[src/rtl/riscv_alu_seq.sv]
// riscv_alu_seq: handshaked RISC-V ALU with internal aluop/funcCode decode.
// Single-cycle ops finish in one cycle; shifts iterate one bit per cycle and,
// when the RISCV_ALU_MUL_EN macro is defined, MUL runs a WIDTH-cycle shift-add.
// Ports:
//   clk, rst_n           clock, asynchronous active-low reset
//   in_valid / in_ready  request handshake (accepted only in IDLE)
//   aluop, funcCode      operation select ({funct7, funct3} for R-type)
//   a, b                 WIDTH-bit operands, captured at accept
//   out_valid/out_ready  result handshake (held in DONE until out_ready)
//   result, zero, carryout, overflow, err   registered result and flags
module riscv_alu_seq #(
  parameter int unsigned WIDTH = 8
) (
  input  logic             clk,
  input  logic             rst_n,
  input  logic             in_valid,
  output logic             in_ready,
  input  logic [1:0]       aluop,
  input  logic [9:0]       funcCode,
  input  logic [WIDTH-1:0] a,
  input  logic [WIDTH-1:0] b,
  output logic             out_valid,
  input  logic             out_ready,
  output logic [WIDTH-1:0] result,
  output logic             zero,
  output logic             carryout,
  output logic             overflow,
  output logic             err
);

  localparam int unsigned SHW = $clog2(WIDTH);
  localparam int unsigned CW  = SHW + 1;

  typedef enum logic [3:0] {
    OP_ADD, OP_SUB, OP_AND, OP_OR, OP_XOR, OP_SLT, OP_SLTU,
    OP_SLL, OP_SRL, OP_SRA, OP_MUL, OP_ILL
  } op_e;

  typedef enum logic [1:0] {S_IDLE, S_SHIFT, S_MUL, S_DONE} state_e;

  state_e           state, state_nxt;
  logic             in_ready_nxt, out_valid_nxt;
  op_e              op, shop;
  logic [SHW-1:0]   amt;
  logic             is_shift;
  logic [CW-1:0]    cnt;
  logic [WIDTH-1:0] work, shift_nxt;
  logic [WIDTH-1:0] addend, alu_res;
  logic [WIDTH:0]   sum;
  logic             alu_c, alu_v, alu_err;

`ifdef RISCV_ALU_MUL_EN
  logic [WIDTH-1:0] acc, mcand, mplier, mul_nxt;
`endif

  // Decode aluop / funcCode into an internal operation
  always_comb begin
    op = OP_ILL;
    case (aluop)
      2'b00: op = OP_ADD;
      2'b01: op = OP_SUB;
      2'b10: begin
        case (funcCode)
          10'b0000000_000: op = OP_ADD;
          10'b0100000_000: op = OP_SUB;
          10'b0000000_111: op = OP_AND;
          10'b0000000_110: op = OP_OR;
          10'b0000000_100: op = OP_XOR;
          10'b0000000_010: op = OP_SLT;
          10'b0000000_011: op = OP_SLTU;
          10'b0000000_001: op = OP_SLL;
          10'b0000000_101: op = OP_SRL;
          10'b0100000_101: op = OP_SRA;
`ifdef RISCV_ALU_MUL_EN
          10'b0000001_000: op = OP_MUL;
`endif
          default:         op = OP_ILL;
        endcase
      end
      default: op = OP_ILL;
    endcase
  end

  assign amt      = b[SHW-1:0];
  assign is_shift = (op == OP_SLL) || (op == OP_SRL) || (op == OP_SRA);

  // Single-cycle datapath; SUB is a + ~b + 1 so carryout=1 means no borrow
  always_comb begin
    addend  = (op == OP_SUB) ? ~b : b;
    sum     = {1'b0, a} + {1'b0, addend} + (WIDTH+1)'(op == OP_SUB);
    alu_res = '0;
    alu_c   = 1'b0;
    alu_v   = 1'b0;
    alu_err = 1'b0;
    case (op)
      OP_ADD, OP_SUB: begin
        alu_res = sum[WIDTH-1:0];
        alu_c   = sum[WIDTH];
        alu_v   = (a[WIDTH-1] == addend[WIDTH-1]) && (sum[WIDTH-1] != a[WIDTH-1]);
      end
      OP_AND:  alu_res = a & b;
      OP_OR:   alu_res = a | b;
      OP_XOR:  alu_res = a ^ b;
      OP_SLT:  alu_res = WIDTH'($signed(a) < $signed(b));
      OP_SLTU: alu_res = WIDTH'(a < b);
      OP_SLL, OP_SRL, OP_SRA: alu_res = a;  // only reached with amount 0
      default: alu_err = 1'b1;
    endcase
  end

  // One-bit shift step; SRA replicates the MSB
  always_comb begin
    case (shop)
      OP_SLL:  shift_nxt = {work[WIDTH-2:0], 1'b0};
      OP_SRL:  shift_nxt = {1'b0, work[WIDTH-1:1]};
      default: shift_nxt = {work[WIDTH-1], work[WIDTH-1:1]};
    endcase
  end

`ifdef RISCV_ALU_MUL_EN
  assign mul_nxt = acc + (mplier[0] ? mcand : '0);
`endif

  // State register with registered handshake outputs
  always_ff @(posedge clk or negedge rst_n) begin
    if (!rst_n) begin
      state     <= S_IDLE;
      in_ready  <= 1'b1;
      out_valid <= 1'b0;
    end else begin
      state     <= state_nxt;
      in_ready  <= in_ready_nxt;
      out_valid <= out_valid_nxt;
    end
  end

  // Next-state logic
  always_comb begin
    state_nxt = state;
    case (state)
      S_IDLE: begin
        if (in_valid) begin
          if (is_shift && (amt != '0)) state_nxt = S_SHIFT;
`ifdef RISCV_ALU_MUL_EN
          else if (op == OP_MUL)       state_nxt = S_MUL;
`endif
          else                         state_nxt = S_DONE;
        end
      end
      S_SHIFT: if (cnt == CW'(1)) state_nxt = S_DONE;
`ifdef RISCV_ALU_MUL_EN
      S_MUL:   if (cnt == CW'(1)) state_nxt = S_DONE;
`endif
      S_DONE:  if (out_ready) state_nxt = S_IDLE;
      default: state_nxt = S_IDLE;
    endcase
  end

  // Handshake outputs decoded from the upcoming state
  always_comb begin
    in_ready_nxt  = (state_nxt == S_IDLE);
    out_valid_nxt = (state_nxt == S_DONE);
  end

  // Operand capture, iteration and result commit
  always_ff @(posedge clk or negedge rst_n) begin
    if (!rst_n) begin
      work     <= '0;
      cnt      <= '0;
      shop     <= OP_ADD;
      result   <= '0;
      zero     <= 1'b0;
      carryout <= 1'b0;
      overflow <= 1'b0;
      err      <= 1'b0;
`ifdef RISCV_ALU_MUL_EN
      acc      <= '0;
      mcand    <= '0;
      mplier   <= '0;
`endif
    end else begin
      case (state)
        S_IDLE: begin
          if (in_valid) begin
            work <= a;
            shop <= op;
            cnt  <= CW'(amt);
            if (state_nxt == S_DONE) begin
              result   <= alu_res;
              zero     <= (alu_res == '0);
              carryout <= alu_c;
              overflow <= alu_v;
              err      <= alu_err;
            end
`ifdef RISCV_ALU_MUL_EN
            if (op == OP_MUL) begin
              acc    <= '0;
              mcand  <= a;
              mplier <= b;
              cnt    <= CW'(WIDTH);
            end
`endif
          end
        end
        S_SHIFT: begin
          work <= shift_nxt;
          cnt  <= cnt - CW'(1);
          if (cnt == CW'(1)) begin
            result   <= shift_nxt;
            zero     <= (shift_nxt == '0);
            carryout <= 1'b0;
            overflow <= 1'b0;
            err      <= 1'b0;
          end
        end
`ifdef RISCV_ALU_MUL_EN
        S_MUL: begin
          acc    <= mul_nxt;
          mcand  <= {mcand[WIDTH-2:0], 1'b0};
          mplier <= {1'b0, mplier[WIDTH-1:1]};
          cnt    <= cnt - CW'(1);
          if (cnt == CW'(1)) begin
            result   <= mul_nxt;
            zero     <= (mul_nxt == '0);
            carryout <= 1'b0;
            overflow <= 1'b0;
            err      <= 1'b0;
          end
        end
`endif
        default: ;
      endcase
    end
  end

endmodule

[config.mk]
export PLATFORM = sky130hd
export DESIGN_NAME = riscv_alu_seq
export DESIGN_NICKNAME = d
export VERILOG_FILES = /design/src/rtl/riscv_alu_seq.sv
export SDC_FILE = /design/constraint.sdc
export NUM_CORES = 1
export LEC_CHECK = 0
export BUFFER_PORTS_ARGS = -buffer_cell sky130_fd_sc_hd__buf_4
export CAP_MARGIN = 10
export CORE_ASPECT_RATIO = 0.5
export CORE_MARGIN = 2
export CORE_UTILIZATION = 49
export CTS_CLUSTER_SIZE = 10
export DETAILED_ROUTE_END_ITERATION = 6
export GPL_TIMING_DRIVEN = 0
export PLACE_DENSITY = 0.7
export SYNTH_ARGS = -nofsm -noshare
export SYNTH_HDL_FRONTEND = slang
export SYNTH_SLANG_ARGS = --single-unit
export TNS_END_PERCENT = 5
[constraint.sdc]
create_clock -name clk -period 3.65 [get_ports clk]
set_input_delay 0.5475 -clock clk [delete_from_list [all_inputs] [get_ports clk]]
set_output_delay 0.5475 -clock clk [all_outputs]
set_load 0.05 [all_outputs]
Word-level counts from Yosys, hierarchy flattened
Index checks and enable logic that the tools add are counted.
{ "totals": {"regBits": 32, "inputBits": 32} }
{ "op_classes": {"addsub": 3, "n_lt_le_gt_ge": 2, "n_eq_ne": 31, "n_mux": 35, "n_bitwise": 4, "n_reduce_logical": 19} }
{ "ops": {"columns": ["cell", "count"], "rows": [
  ["8-bit case mux with 7 select lines", 1],
  ["8-bit case mux with 2 select lines", 3],
  ["10-bit by 3-bit == test with 1-bit output (second input constant)", 4],
  ["8-bit two-way mux", 5],
  ["4-bit case mux with 10 select lines", 1],
  ["10-bit by 2-bit == test with 1-bit output (second input constant)", 2],
  ["10-bit by 9-bit == test with 1-bit output (second input constant)", 2],
  ["4-bit by 3-bit == test with 1-bit output (second input constant)", 5],
  ["8-bit zero test", 2],
  ["8-bit < comparator", 2],
  ["1-bit two-way mux", 13],
  ["4-bit == test (second input constant)", 3],
  ["4-bit case mux with 3 select lines", 1],
  ["10-bit by 1-bit == test with 1-bit output (second input constant)", 1],
  ["10-bit zero test", 1],
  ["10-bit OR reduction", 1],
  ["8-bit by 8-bit adder with 9-bit output", 1],
  ["9-bit by 1-bit adder with 9-bit output", 1],
  ["8-bit bitwise AND", 1],
  ["4-bit by 1-bit == test with 1-bit output (second input constant)", 2],
  ["4-bit by 2-bit == test with 1-bit output (second input constant)", 2],
  ["2-bit two-way mux", 4],
  ["8-bit inverter", 1],
  ["8-bit bitwise OR", 1],
  ["21 further kinds", 34]
]} }

Depth between registers and ports, before layout
{ "depth": {"depth_word": 14, "depth_mapped": 15, "ltp_nobuf": 14} }

Worst setup path after synthesis
OpenSTA, ideal clock, no wires.
{ "synth_path": {"path_type": "input to register", "start": "in funcCode[1]", "end": "reg result[6]", "setup_time_ns": 0.077, "t_arrival_ns": 3.706, "slack_ns": -0.133, "stages": 13, "path_buffers": 1, "cell_sequence": "clkbuf_1 > or3_1 > o21a_1 > nor2_1 > xnor2_1 > fa_1 > a211oi_1 > nor3b_1 > o21a_1 > o21a_1 > o21a_1 > mux2_2 > a21oi_1"} }
{ "synth_between": {"elab_chain_len": 13} }
{ "synth_rtl": {"columns": ["element", "line_no", "rtl"], "rows": [
  ["from (decl)", "19", "input logic [9:0] funcCode,"],
  ["10-bit by 9-bit == test with 1-bit output (tied with other cells)", "63", "case (funcCode)"],
  ["4-bit case mux with 10 select lines *", "63", null],
  ["4-bit case mux with 3 select lines *", "59", "case (aluop)"],
  ["branches (longest 10 deep; another with 8-bit by 8-bit adder with 9-bit output)", null, null],
  ["to (signal assigned)", "189", "result <= alu_res;"],
  ["to (signal assigned)", "209", "result <= shift_nxt;"],
  ["to (decl)", "24", "output logic [WIDTH-1:0] result,"]
]} }
Mark *: on every way between the ends. The select of a mux whose other input is x is not followed.
A chain may end at the register's enable or synchronous reset.

Worst setup path after layout
{ "layout_path": {"start": "in funcCode[6]", "end": "reg result[6]"} }
The elaborated chain is that of the path after synthesis.

==> results.cfg <==
[detailed_routing]
antenna_left = 0
detail_route.first_pass.iterations = 5
detail_route.wl_per_cell_um = 17.55
drt_first_iter_violations = 249
viasPerCell = 5.946
drc = 0
routed_wl_mm = 9.159
vias = 3104

[power_and_ir_drop]
power_density_mw_per_mm2 = 621.5
leakage_power_nw = 1.669
internal_power_contribution_w = 0.001236
comb_power_share_pct = 54.1
peakVddDrop_mv = 0.2650
power.net_switching_w = 0.001088
power_switching_share_pct = 46.81
p_clk_share_pct = 17.8
seq_power_share_pct = 28.1

[floorplan]
dieHeight_um = 59.86
fp.dieArea_mm2 = 0.006927
design.portCount = 46
die_w_um = 115.7
start_util_pct = 50.50
fp-row-count = 20
core_region_area_mm2 = 0.006056

[place]
place.detailed.hpwl_mm = 7.166
finalWeightedCongestion = 0.8889
dpl.cell_count = 512
port_buffers = 43

[yosys]
synth-adder-area-share_pct = 14.16
synth_area_leader_cell = sky130_fd_sc_hd__dfrtp_1
synthXorXnorAreaFrac_pct = 3.151
syn_area_mm2 = 0.003058
netlist_top_cells_count = sky130_fd_sc_hd__a21oi_1 (42), sky130_fd_sc_hd__nand2_1 (37), sky130_fd_sc_hd__nor2_1 (35)
total_nets_after_synthesis = 447
post-synth-top-area-fraction_pct = 25.37
synth_top_family_by_area = compound AO/OA/AOI/OAI gates
netlist-cell-type-count = 59
syn_area_per_cell_um2 = 8.026
ys_ff_latch = 32
synth_simple_gate_area_share_pct = 20.70
synth_mux_area_share_pct = 3.028
yosys.cell_count.top_type = sky130_fd_sc_hd__a21oi_1
async_reset_ff_share_pct = 100.0
synth.yosys.warnings = 0
dominantRegCellSynth = sky130_fd_sc_hd__dfrtp_1
compound_gate_fraction_of_synth_area_pct = 27.29
synth_area_leaders = sky130_fd_sc_hd__dfrtp_1 (25%), sky130_fd_sc_hd__ha_1 (14%), sky130_fd_sc_hd__a21oi_1 (6.9%), sky130_fd_sc_hd__nand2_1 (4.5%), sky130_fd_sc_hd__nor2_1 (4.3%)
yosysSeqAreaShare_pct = 26.23
syn-instance-count = 381
number_of_enable_flip_flop_cells_after_synthesis = 0

[sta]
setup_viol = 0
finalMaxSlewViolations = 0
max_slew.worst_pin.slew_ns = 0.8746
clock.fmax_mhz = 285.1
skew_ns = 0.006641
hold_viol = 0
rsz0062_at_grt = false
shortest_clock_period_the_worst_path_allows_after_layout_ns = 3.508
maxSlewHeadroom_pct = 41.21
hold_slack_ns = 0.2082
final_min_period_over_clock_period_pct = 96.10

[critical_path]
type_of_the_setup_path_with_the_least_slack = input pin to flop
delay_of_the_slowest_critical_path_stage_ns = 0.45
critical_path_buf_inv_count = 1
critPathLaunchType = input pin
cp_data_required_time_ns = 3.85
worst_path_dominant_cell_family = compound AO/OA/AOI/OAI gates
critical_path.max_fanout = 4
worstPathCellList = buf_4 -> nor4_2 -> nand2_2 -> o32ai_4 -> nor2_4 -> xnor2_2 -> fa_1 -> a211oi_2 -> nor3b_1 -> o21a_1 -> o21a_1 -> o21a_1 -> mux2_2 -> a21oi_1
critical-path-top-cell-by-count = sky130_fd_sc_hd__o21a_1
type_of_destination_of_the_critical_path = flop
cpMaxStageDelayCell = sky130_fd_sc_hd__fa_1
critical_path_arrival_ns = 3.71

[layout]
final_layout_size_suffix_gt1_share_pct = 18.89
stdcell_count = 522
area_taken_by_flip_flops_and_latches_um2 = 802.0
layout.filler_cells = 571
final_net_count = 499
multiInputGateArea_mm2 = 0.002165
area_growth_pct = 22.30
ant_diodes = 0

[outcome]
status = finished clean

[clock_tree]
clk_pin_slew_worst_paths_ns = 0.05
cts_hold_buffers = 0
cts_tree = done
clk_latency_ns = 0.27
total_clock_buffers_created_by_cts = 5
cts_htree_levels = 2
cts_root_buffer = sky130_fd_sc_hd__clkbuf_16
ctsLongestPathBuffers = 2
cts.sink_count = 32

[global_routing]
initial_antenna_violation_count = 0
first_global_vias = 2848
grt_max_degree = 33
gr-total-overflow = 0
grt_use_total_pct = 27.42
wire_length_of_the_first_global_routing_pass_mm = 14.56

[min_path]
hp-class = input pin to async pin

[run]
max_cap_viol_count = 0
-- kinds of logic after synthesis --
logic type | count (synthesis)
and+or+nand+nor | 126
AOI/OAI and AO/OA | 125
buffers and inverters | 44
adders and majority gates | 34
DFF | 32
xor gates and xnor gates | 11
muxes | 9
-- stage by stage --
step | utilization (%) | setup slack [ns] | instance area [um2] | setup TNS (ns) | power [W]
6_report | 61.76 | 0.1423 | 3740 | 0 | 0.002324
5_1_grt | 61.76 | 0.006068 | 3740 | 0 | 0.002474
4_1_cts | 60.85 | 0.01287 | 3685 | 0 | 0.002309
3_5_place_dp | 57.69 | -0.7601 | 3493 | -4.370 | 0.001882
3_3_place_gp | 57.69 | -0.7374 | 3493 | -4.300 | 0.001840
2_1_floorplan | - | 0.04088 | 3060 | 0 | 0.001510
-- flip-flops by register name, summed over array words and instances, names as in the netlist, 2 cells and up --
signal  cells
cnt         4
state       2
result      8
work        8
shop        4
-- area by class of cell --
class / instances / share of cell area [%]
flip-flops and latches: 32 / 21.45
inverters: 27 / 2.710
clock buffers: 7 / 3.814
plain buffers: 17 / 1.974
multi-input cells: 305 / 57.88
well taps: 88 / 2.944
repair buffers: 45 / 9.033
clock inverters: 1 / 0.2007
-- per-layer routing --
metal  GRT usage (%)  wire [um]  vias to the layer above
met1           41.70       4514                     1460
li1                -          -                     1490
met5               0          0                        -
met4           5.782         97                        0
met2           41.69       3879                      144
met3           3.448        667                       10
-- worst paths after layout --
path	slack [ns]	start	to	cells past startpoint
setup reg to reg	1.16	state[1]	result[5]	7
min in group clk	0.49	err	err	2
hold reg to reg	0.49	err	err	2
max in group asynchronous	3.12	rst_n	in_ready	1
hold / removal	0.21	rst_n	cnt[1]	1
setup / recovery	0.14	funcCode[6]	result[6]	14
-- placed cells by master (no fill, tap or decap), types with 5 or more instances in the layout --
master                      Yosys  final
sky130_fd_sc_hd__nand2_1       37     36
sky130_fd_sc_hd__nor3_1         6      6
sky130_fd_sc_hd__nand3_1        8      8
sky130_fd_sc_hd__clkbuf_1      16     12
sky130_fd_sc_hd__buf_4          0     45
sky130_fd_sc_hd__a222oi_1       5      5
sky130_fd_sc_hd__nor2b_1       10      9
sky130_fd_sc_hd__o31ai_1       10      9
sky130_fd_sc_hd__o22ai_1        8      8
sky130_fd_sc_hd__dfrtp_1       31     31
sky130_fd_sc_hd__ha_1          33     33
sky130_fd_sc_hd__nor2_1        35     34
sky130_fd_sc_hd__a21oi_1       42     41
sky130_fd_sc_hd__inv_1         26     26
sky130_fd_sc_hd__o21ai_0       22     22
sky130_fd_sc_hd__o21a_1         7      6
sky130_fd_sc_hd__xnor2_1       11     10
sky130_fd_sc_hd__mux2i_1        7      7
sky130_fd_sc_hd__clkbuf_16      0      5
sky130_fd_sc_hd__nand3b_1       5      5
-- what timing repair did --
action	4_1_cts	5_1_grt
cloned	0	0
resized for setup	6	17
setup buffers	2	0
pin swaps	1	0
endpoints found under the hold margin	0	0
setup endpoints to repair	8	6
-- power groups by stage --
stage / clock [W] / sequential, W / combinational, W
floorplan: 0 / 0.000873 / 0.000637
global placement: 0 / 0.000648 / 0.00119
detailed placement: 0 / 0.000657 / 0.00123
CTS: 0.000417 / 0.000653 / 0.00124
global route: 0.000434 / 0.000679 / 0.00136
finish: 0.000414 / 0.000654 / 0.00126
-- worst reg2reg max path, delay by kind of cell (launching register included) --
family,cells,cell delay [ns]
and+or+nand+nor,2,0.42
DFF,1,0.36
buffers and inverters,3,0.84
AOI/OAI and AO/OA,2,0.80
Power figures use the tool's default switching activity.
